===== config.mk =====
export PLATFORM = sky130hd
export DESIGN_NAME = sgdmac_splitter
export DESIGN_NICKNAME = d
export VERILOG_FILES = /design/src/rtl/sgdmac_splitter.sv
export SDC_FILE = /design/constraint.sdc
export NUM_CORES = 1
export LEC_CHECK = 0
export CAP_MARGIN = 10
export CORE_MARGIN = 2
export CORE_UTILIZATION = 42
export DETAILED_ROUTE_END_ITERATION = 10
export PLACE_DENSITY_LB_ADDON = 0.12
export SYNTH_ARGS = -nofsm -noshare
export SYNTH_HDL_FRONTEND = slang
export SYNTH_SLANG_ARGS = --single-unit

===== constraint.sdc =====
create_clock -name clk -period 2.35 [get_ports clk]
set_clock_uncertainty 0.15 [all_clocks]
set_input_delay 0.47 -clock clk [delete_from_list [all_inputs] [get_ports clk]]
set_output_delay 0.47 -clock clk [all_outputs]
set_load 0.02 [all_outputs]

===== src/rtl/sgdmac_splitter.sv =====
// sgdmac_splitter: steers one inbound word stream to the data writer or the descriptor unit per routed command
module sgdmac_splitter #(
  parameter int DATA_SIZE = 32,
  parameter int LEN_W = 16
) (
  input  logic                 clk,
  input  logic                 rst_n,
  input  logic                 cmd_valid_i,
  output logic                 cmd_ready_o,
  input  logic                 cmd_sel_i,
  input  logic [LEN_W-1:0]     cmd_len_i,
  input  logic                 src_valid_i,
  output logic                 src_ready_o,
  input  logic [DATA_SIZE-1:0] src_data_i,
  output logic                 data_writer_valid_o,
  input  logic                 data_writer_ready_i,
  output logic [DATA_SIZE-1:0] data_writer_data_o,
  output logic                 descriptor_valid_o,
  input  logic                 descriptor_ready_i,
  output logic [DATA_SIZE-1:0] descriptor_data_o,
  output logic                 done_o
);
  typedef enum logic [1:0] {IDLE, ROUTE, DRAIN} state_t;
  state_t state_q, state_d;
  logic [LEN_W-1:0] rem_q, rem_d;
  logic sel_q, sel_d;
  logic dw_valid_q, dw_valid_d, ds_valid_q, ds_valid_d, done_q, done_d;
  logic [DATA_SIZE-1:0] dw_data_q, dw_data_d, ds_data_q, ds_data_d;
  logic out_valid, out_ready, deliver, cmd_hs, src_hs;
  assign out_valid = sel_q ? ds_valid_q : dw_valid_q;
  assign out_ready = sel_q ? descriptor_ready_i : data_writer_ready_i;
  assign deliver = out_valid && out_ready;
  assign cmd_hs = cmd_valid_i && cmd_ready_o;
  assign src_hs = src_valid_i && src_ready_o;
  always_ff @(posedge clk or negedge rst_n) begin
    if (!rst_n) begin
      state_q    <= IDLE;
      rem_q      <= '0;
      sel_q      <= 1'b0;
      dw_valid_q <= 1'b0;
      ds_valid_q <= 1'b0;
      dw_data_q  <= '0;
      ds_data_q  <= '0;
      done_q     <= 1'b0;
    end else begin
      state_q    <= state_d;
      rem_q      <= rem_d;
      sel_q      <= sel_d;
      dw_valid_q <= dw_valid_d;
      ds_valid_q <= ds_valid_d;
      dw_data_q  <= dw_data_d;
      ds_data_q  <= ds_data_d;
      done_q     <= done_d;
    end
  end
  always_comb begin
    state_d = state_q;
    state_d = state_q == IDLE  ? (cmd_hs && cmd_len_i != '0 ? ROUTE : IDLE) :
              state_q == ROUTE ? (src_hs && rem_q == LEN_W'(1) ? DRAIN : ROUTE) :
              (deliver ? IDLE : DRAIN);
  end
  always_comb begin
    cmd_ready_o = state_q == IDLE;
    src_ready_o = state_q == ROUTE && rem_q != '0 && (!out_valid || out_ready);
  end
  always_comb begin
    rem_d      = cmd_hs ? cmd_len_i : src_hs ? rem_q - LEN_W'(1) : rem_q;
    sel_d      = cmd_hs ? cmd_sel_i : sel_q;
    dw_valid_d = src_hs && !sel_q ? 1'b1 : (dw_valid_q && data_writer_ready_i ? 1'b0 : dw_valid_q);
    ds_valid_d = src_hs && sel_q ? 1'b1 : (ds_valid_q && descriptor_ready_i ? 1'b0 : ds_valid_q);
    dw_data_d  = src_hs && !sel_q ? src_data_i : dw_data_q;
    ds_data_d  = src_hs && sel_q ? src_data_i : ds_data_q;
    done_d     = (cmd_hs && cmd_len_i == '0) || (state_q == DRAIN && deliver);
  end
  assign data_writer_valid_o = dw_valid_q;
  assign data_writer_data_o  = dw_data_q;
  assign descriptor_valid_o  = ds_valid_q;
  assign descriptor_data_o   = ds_data_q;
  assign done_o              = done_q;
endmodule

==> results by group <==
Clock tree
  – Worst-skew pair later-pin latency: 0.35 ns
  – Longest Clk Path Bufs: 2
  – CTS tree: yes
  – Worst-path clk slew: 0.08 ns
  – CTS H-tree lvls: 3
  – CTS Root Cell: clkbuf_8
  – CTS buffer count: 9
  – Clock Sinks: between 80 and 90

Yosys
  – Cell count after synthesis: 284
  – Yosys cell types: 44
  – Seq/Total Area, Yosys: 0.5606
  – Mapped Area: 0.003839 sq mm
  – Adder-cell area share of the yosys netlist: 0.009778
  – Mux share of post-synthesis cell area: 0.2291
  – Syn_nets: between 300 and 400
  – Simple-Gate Fraction of Synth Area: 0.1069
  – Synth top cells by count: dfrtp_1 (86), mux2_2 (35), mux2_4 (29)
  – Most used DFF post-synth: dfrtp_1
  – Syn Area/Cell: 13.52 sq um
  – Async SR Flop Fraction: 1.000
  – Number of synthesized register bits: 86
  – Most area-consuming cells after synthesis: dfrtp_1 (56%), mux2_4 (11%), mux2_2 (10%), nor3_1 (2.3%), nand2_1 (2.0%)
  – Area leader, netlist: dfrtp_1
  – YS warnings: 0
  – EDFF count, synth: 0
  – Compound-cell area share of the yosys netlist: 0.06649
  – Most frequent cell after synthesis: dfrtp_1
  – Main combinational cell family by area after synthesis: multiplexers
  – Synth Area in XOR/XNOR: 0
  – Post-synth top area share: 0.5606

STA
  – RSZ-0062 raised after global routing: yes
  – F_max: 435.7 MHz
  – Final Hold Violating Endpoints: 0
  – Fin crit share: 0.9766
  – Post-route setup TNS: 0 ns
  – Final WS setup: 0.05489 ns
  – Setup Viol. Count Final: 0
  – Slew headroom: 0.7083
  – Slew at the pin closest to its max-slew limit: between 0.4 and 0.5 ns
  – Pins Over Slew Limit: 0
  – Fin crit period: 2.295 ns

Power and ir drop
  – Final Power: 2.811 mW
  – Cell area power density: 488.6 mW/mm^2
  – Pleak: about 2.7 nW
  – Worst IR Drop VDD: 0.3786 mV

Floorplan
  – Die area: 0.009920 sq mm
  – Total core area: between 0.008 and 0.009 sq mm
  – I/O pins: approximately 120
  – FP Rows: 34
  – Width of the die: 99.60 um
  – Height of the die: 99.60 um
  – Starting Density: 0.4359

GRT
  – First-pass GRT wire length: between 15 and 20 mm
  – Tot GR Track Use: 0.1905
  – Met2 Usage GRT: 0.3020
  – Vias in the first global route: 2,967
  – Largest net degree at the start of global routing: 38
  – Grt peak-use layer: met2
  – Met3 track demand over resource: 0.04638
  – Total gr overflow: 0
  – Met1 Use GR: 0.2675
  – Initial antenna violation count: 0

Route
  – Pre-antenna DRT Iters: 4
  – Post-detailed-routing wire length: 9.099 mm
  – Antenna viol nets, final: 0
  – DR vias: 2,893
  – Drt drc: 0
  – 1st-iter DRT viols: about 100
  – Avg WL per Cell: 16.37 um
  – Vias/cell: 5.203

Setup path
  – Worst path slowest cell: clkdlybuf4s50_1
  – CP Class: input pin to flip-flop
  – Crit path max-delay family: buffers and inverters
  – CP Launch Type: input pin
  – Crit-path max FO: 19
  – CP max stage delay: 0.48 ns
  – WP data required: 2.43 ns
  – CP cell instances: clkdlybuf4s50_1, nand2b_1, o21ai_2, a311o_1, buf_4, nor2_4, buf_12, mux2_2
  – R2R Path Start: rem_q[12]$_DFFE_PN0P_
  – Worst path arrival time: 2.38 ns
  – Crit. End Element: flip-flop
  – Buf+Inv Stages, Crit Path: 3
  – Critical Path Start: data_writer_ready_i

Run
  – Max Cap Viol: 0

Finish
  – Final core utilization: 0.6533
  – P&R area growth vs syn: 49.87%
  – Register area: 0.002152 sq mm
  – Fraction of layout cells with a size suffix above 1: 0.2991
  – Fill count: about 690
  – ANT cells: 0
  – Layout Nets: 501
  – Footprint of the multi-input gates: 0.001625 sq mm

Placed design
  – # port buffers: 123
  – Place WS: -0.5505 ns
  – Placer Congestion: 0.8490
  – Post-DP HPWL: 6.739 mm

Hold path
  – HP Start: descriptor_data_o[25]$_DFFE_PN0P_
  – Min-Delay Path Class: flip-flop to flip-flop

Outcome
  – Status: completed
[worst paths after layout]
path | endpoint | depth (start not counted) | slack, ns
worst max-delay path | data_writer_data_o[11]$_DFFE_PN0P_ | 8 | 0.05
worst min-delay path | descriptor_data_o[25]$_DFFE_PN0P_ | 1 | 0.36
worst max register to register | data_writer_data_o[11]$_DFFE_PN0P_ | 9 | 0.06
worst min register to register | descriptor_data_o[25]$_DFFE_PN0P_ | 1 | 0.36
max in group asynchronous | descriptor_data_o[28]$_DFFE_PN0P_ | 3 | 0.97
min in group asynchronous | descriptor_data_o[14]$_DFFE_PN0P_ | 2 | 0.41
[power by group]
group | internal [mW] | switching [mW] | total, mW | leakage [nW]
Clock | 0.636 | 0.550 | 1.19 | 0.117
Combinational | 0.0886 | 0.0576 | 0.146 | 1.42
Sequential | 1.48 | 0.0000000000000000254 | 1.48 | 1.20
[cell usage in the layout, fill, tap and decap left out, types with 2 or more instances in the layout]
cell,instances
a221o_1,4
and3_1,2
buf_12,6
buf_4,32
bufinv_16,2
clkbuf_8,10
clkdlybuf4s50_1,121
dfrtp_1,86
ha_1,2
inv_1,5
inv_6,2
mux2_2,35
mux2_4,29
mux2i_1,5
nand2_1,20
nand3_1,8
nor2_1,8
nor3_1,18
nor3b_1,2
nor4_1,6
nor4_2,2
o211ai_1,2
o21ai_0,3
o221a_2,3
o22ai_1,4
o311ai_0,2
or3_4,2
[metal layers]
| metal | share of wire | vias up |
|---|---|---|
| met5 | 0 | - |
| met4 | 0.0086 | 0 |
| met3 | 0.044 | 8 |
| met2 | 0.47 | 86 |
| met1 | 0.48 | 1429 |
| li1 | - | 1370 |
[timing repair]
item                                    4_1_cts  5_1_grt
pin swaps                                     1        3
endpoints found under the setup margin        1       22
resized for setup                             9        7
setup buffers                                 0        1
hold buffers                                  1        0
hold endpoints to repair                     22        0
[cell families after synthesis]
family	Yosys count
mux	69
fa+ha+maj	3
flops	86
simple gates	78
compound gates	30
buf+inv	18
[metrics by stage]
stage                     instance area [sq um]  instances  hold slack (ns)
final                                      5753        556           0.3584
after global routing                       5753        556           0.3801
after CTS                                  5717        555           0.3656
after detailed placement                   5470        538           0.2463
after global placement                     5470        538           0.2472
after floorplan                            3839        284          0.02441
[worst reg2reg max path: cells and delay by family, from the launching register on]
family,cells,cell delay (ns)
buffers and inverters,4,0.59
flip-flops,1,0.38
AND/OR/NAND/NOR,3,0.37
multiplexers,1,0.35
AO/OA/AOI/OAI,1,0.32
[area by class of cell]
cell class	instances	share of cell area
Timing Repair Buffer	161	0.2769
Sequential cell	86	0.3741
Tap cell	108	0.02349
Multi-Input combinational cell	180	0.2825
Clock buffer	10	0.02392
Inverter	5	0.003262
Clock inverter	6	0.01588
[state kept, by name, indices dropped and copies added (netlist names)]
signal	cells
sel_q	1
rem_q	16
state_q	2
done_o	1
data_writer_valid_o	1
data_writer_data_o	32
descriptor_data_o	32
descriptor_valid_o	1
Note: power is estimated with default switching activity, not from simulation.
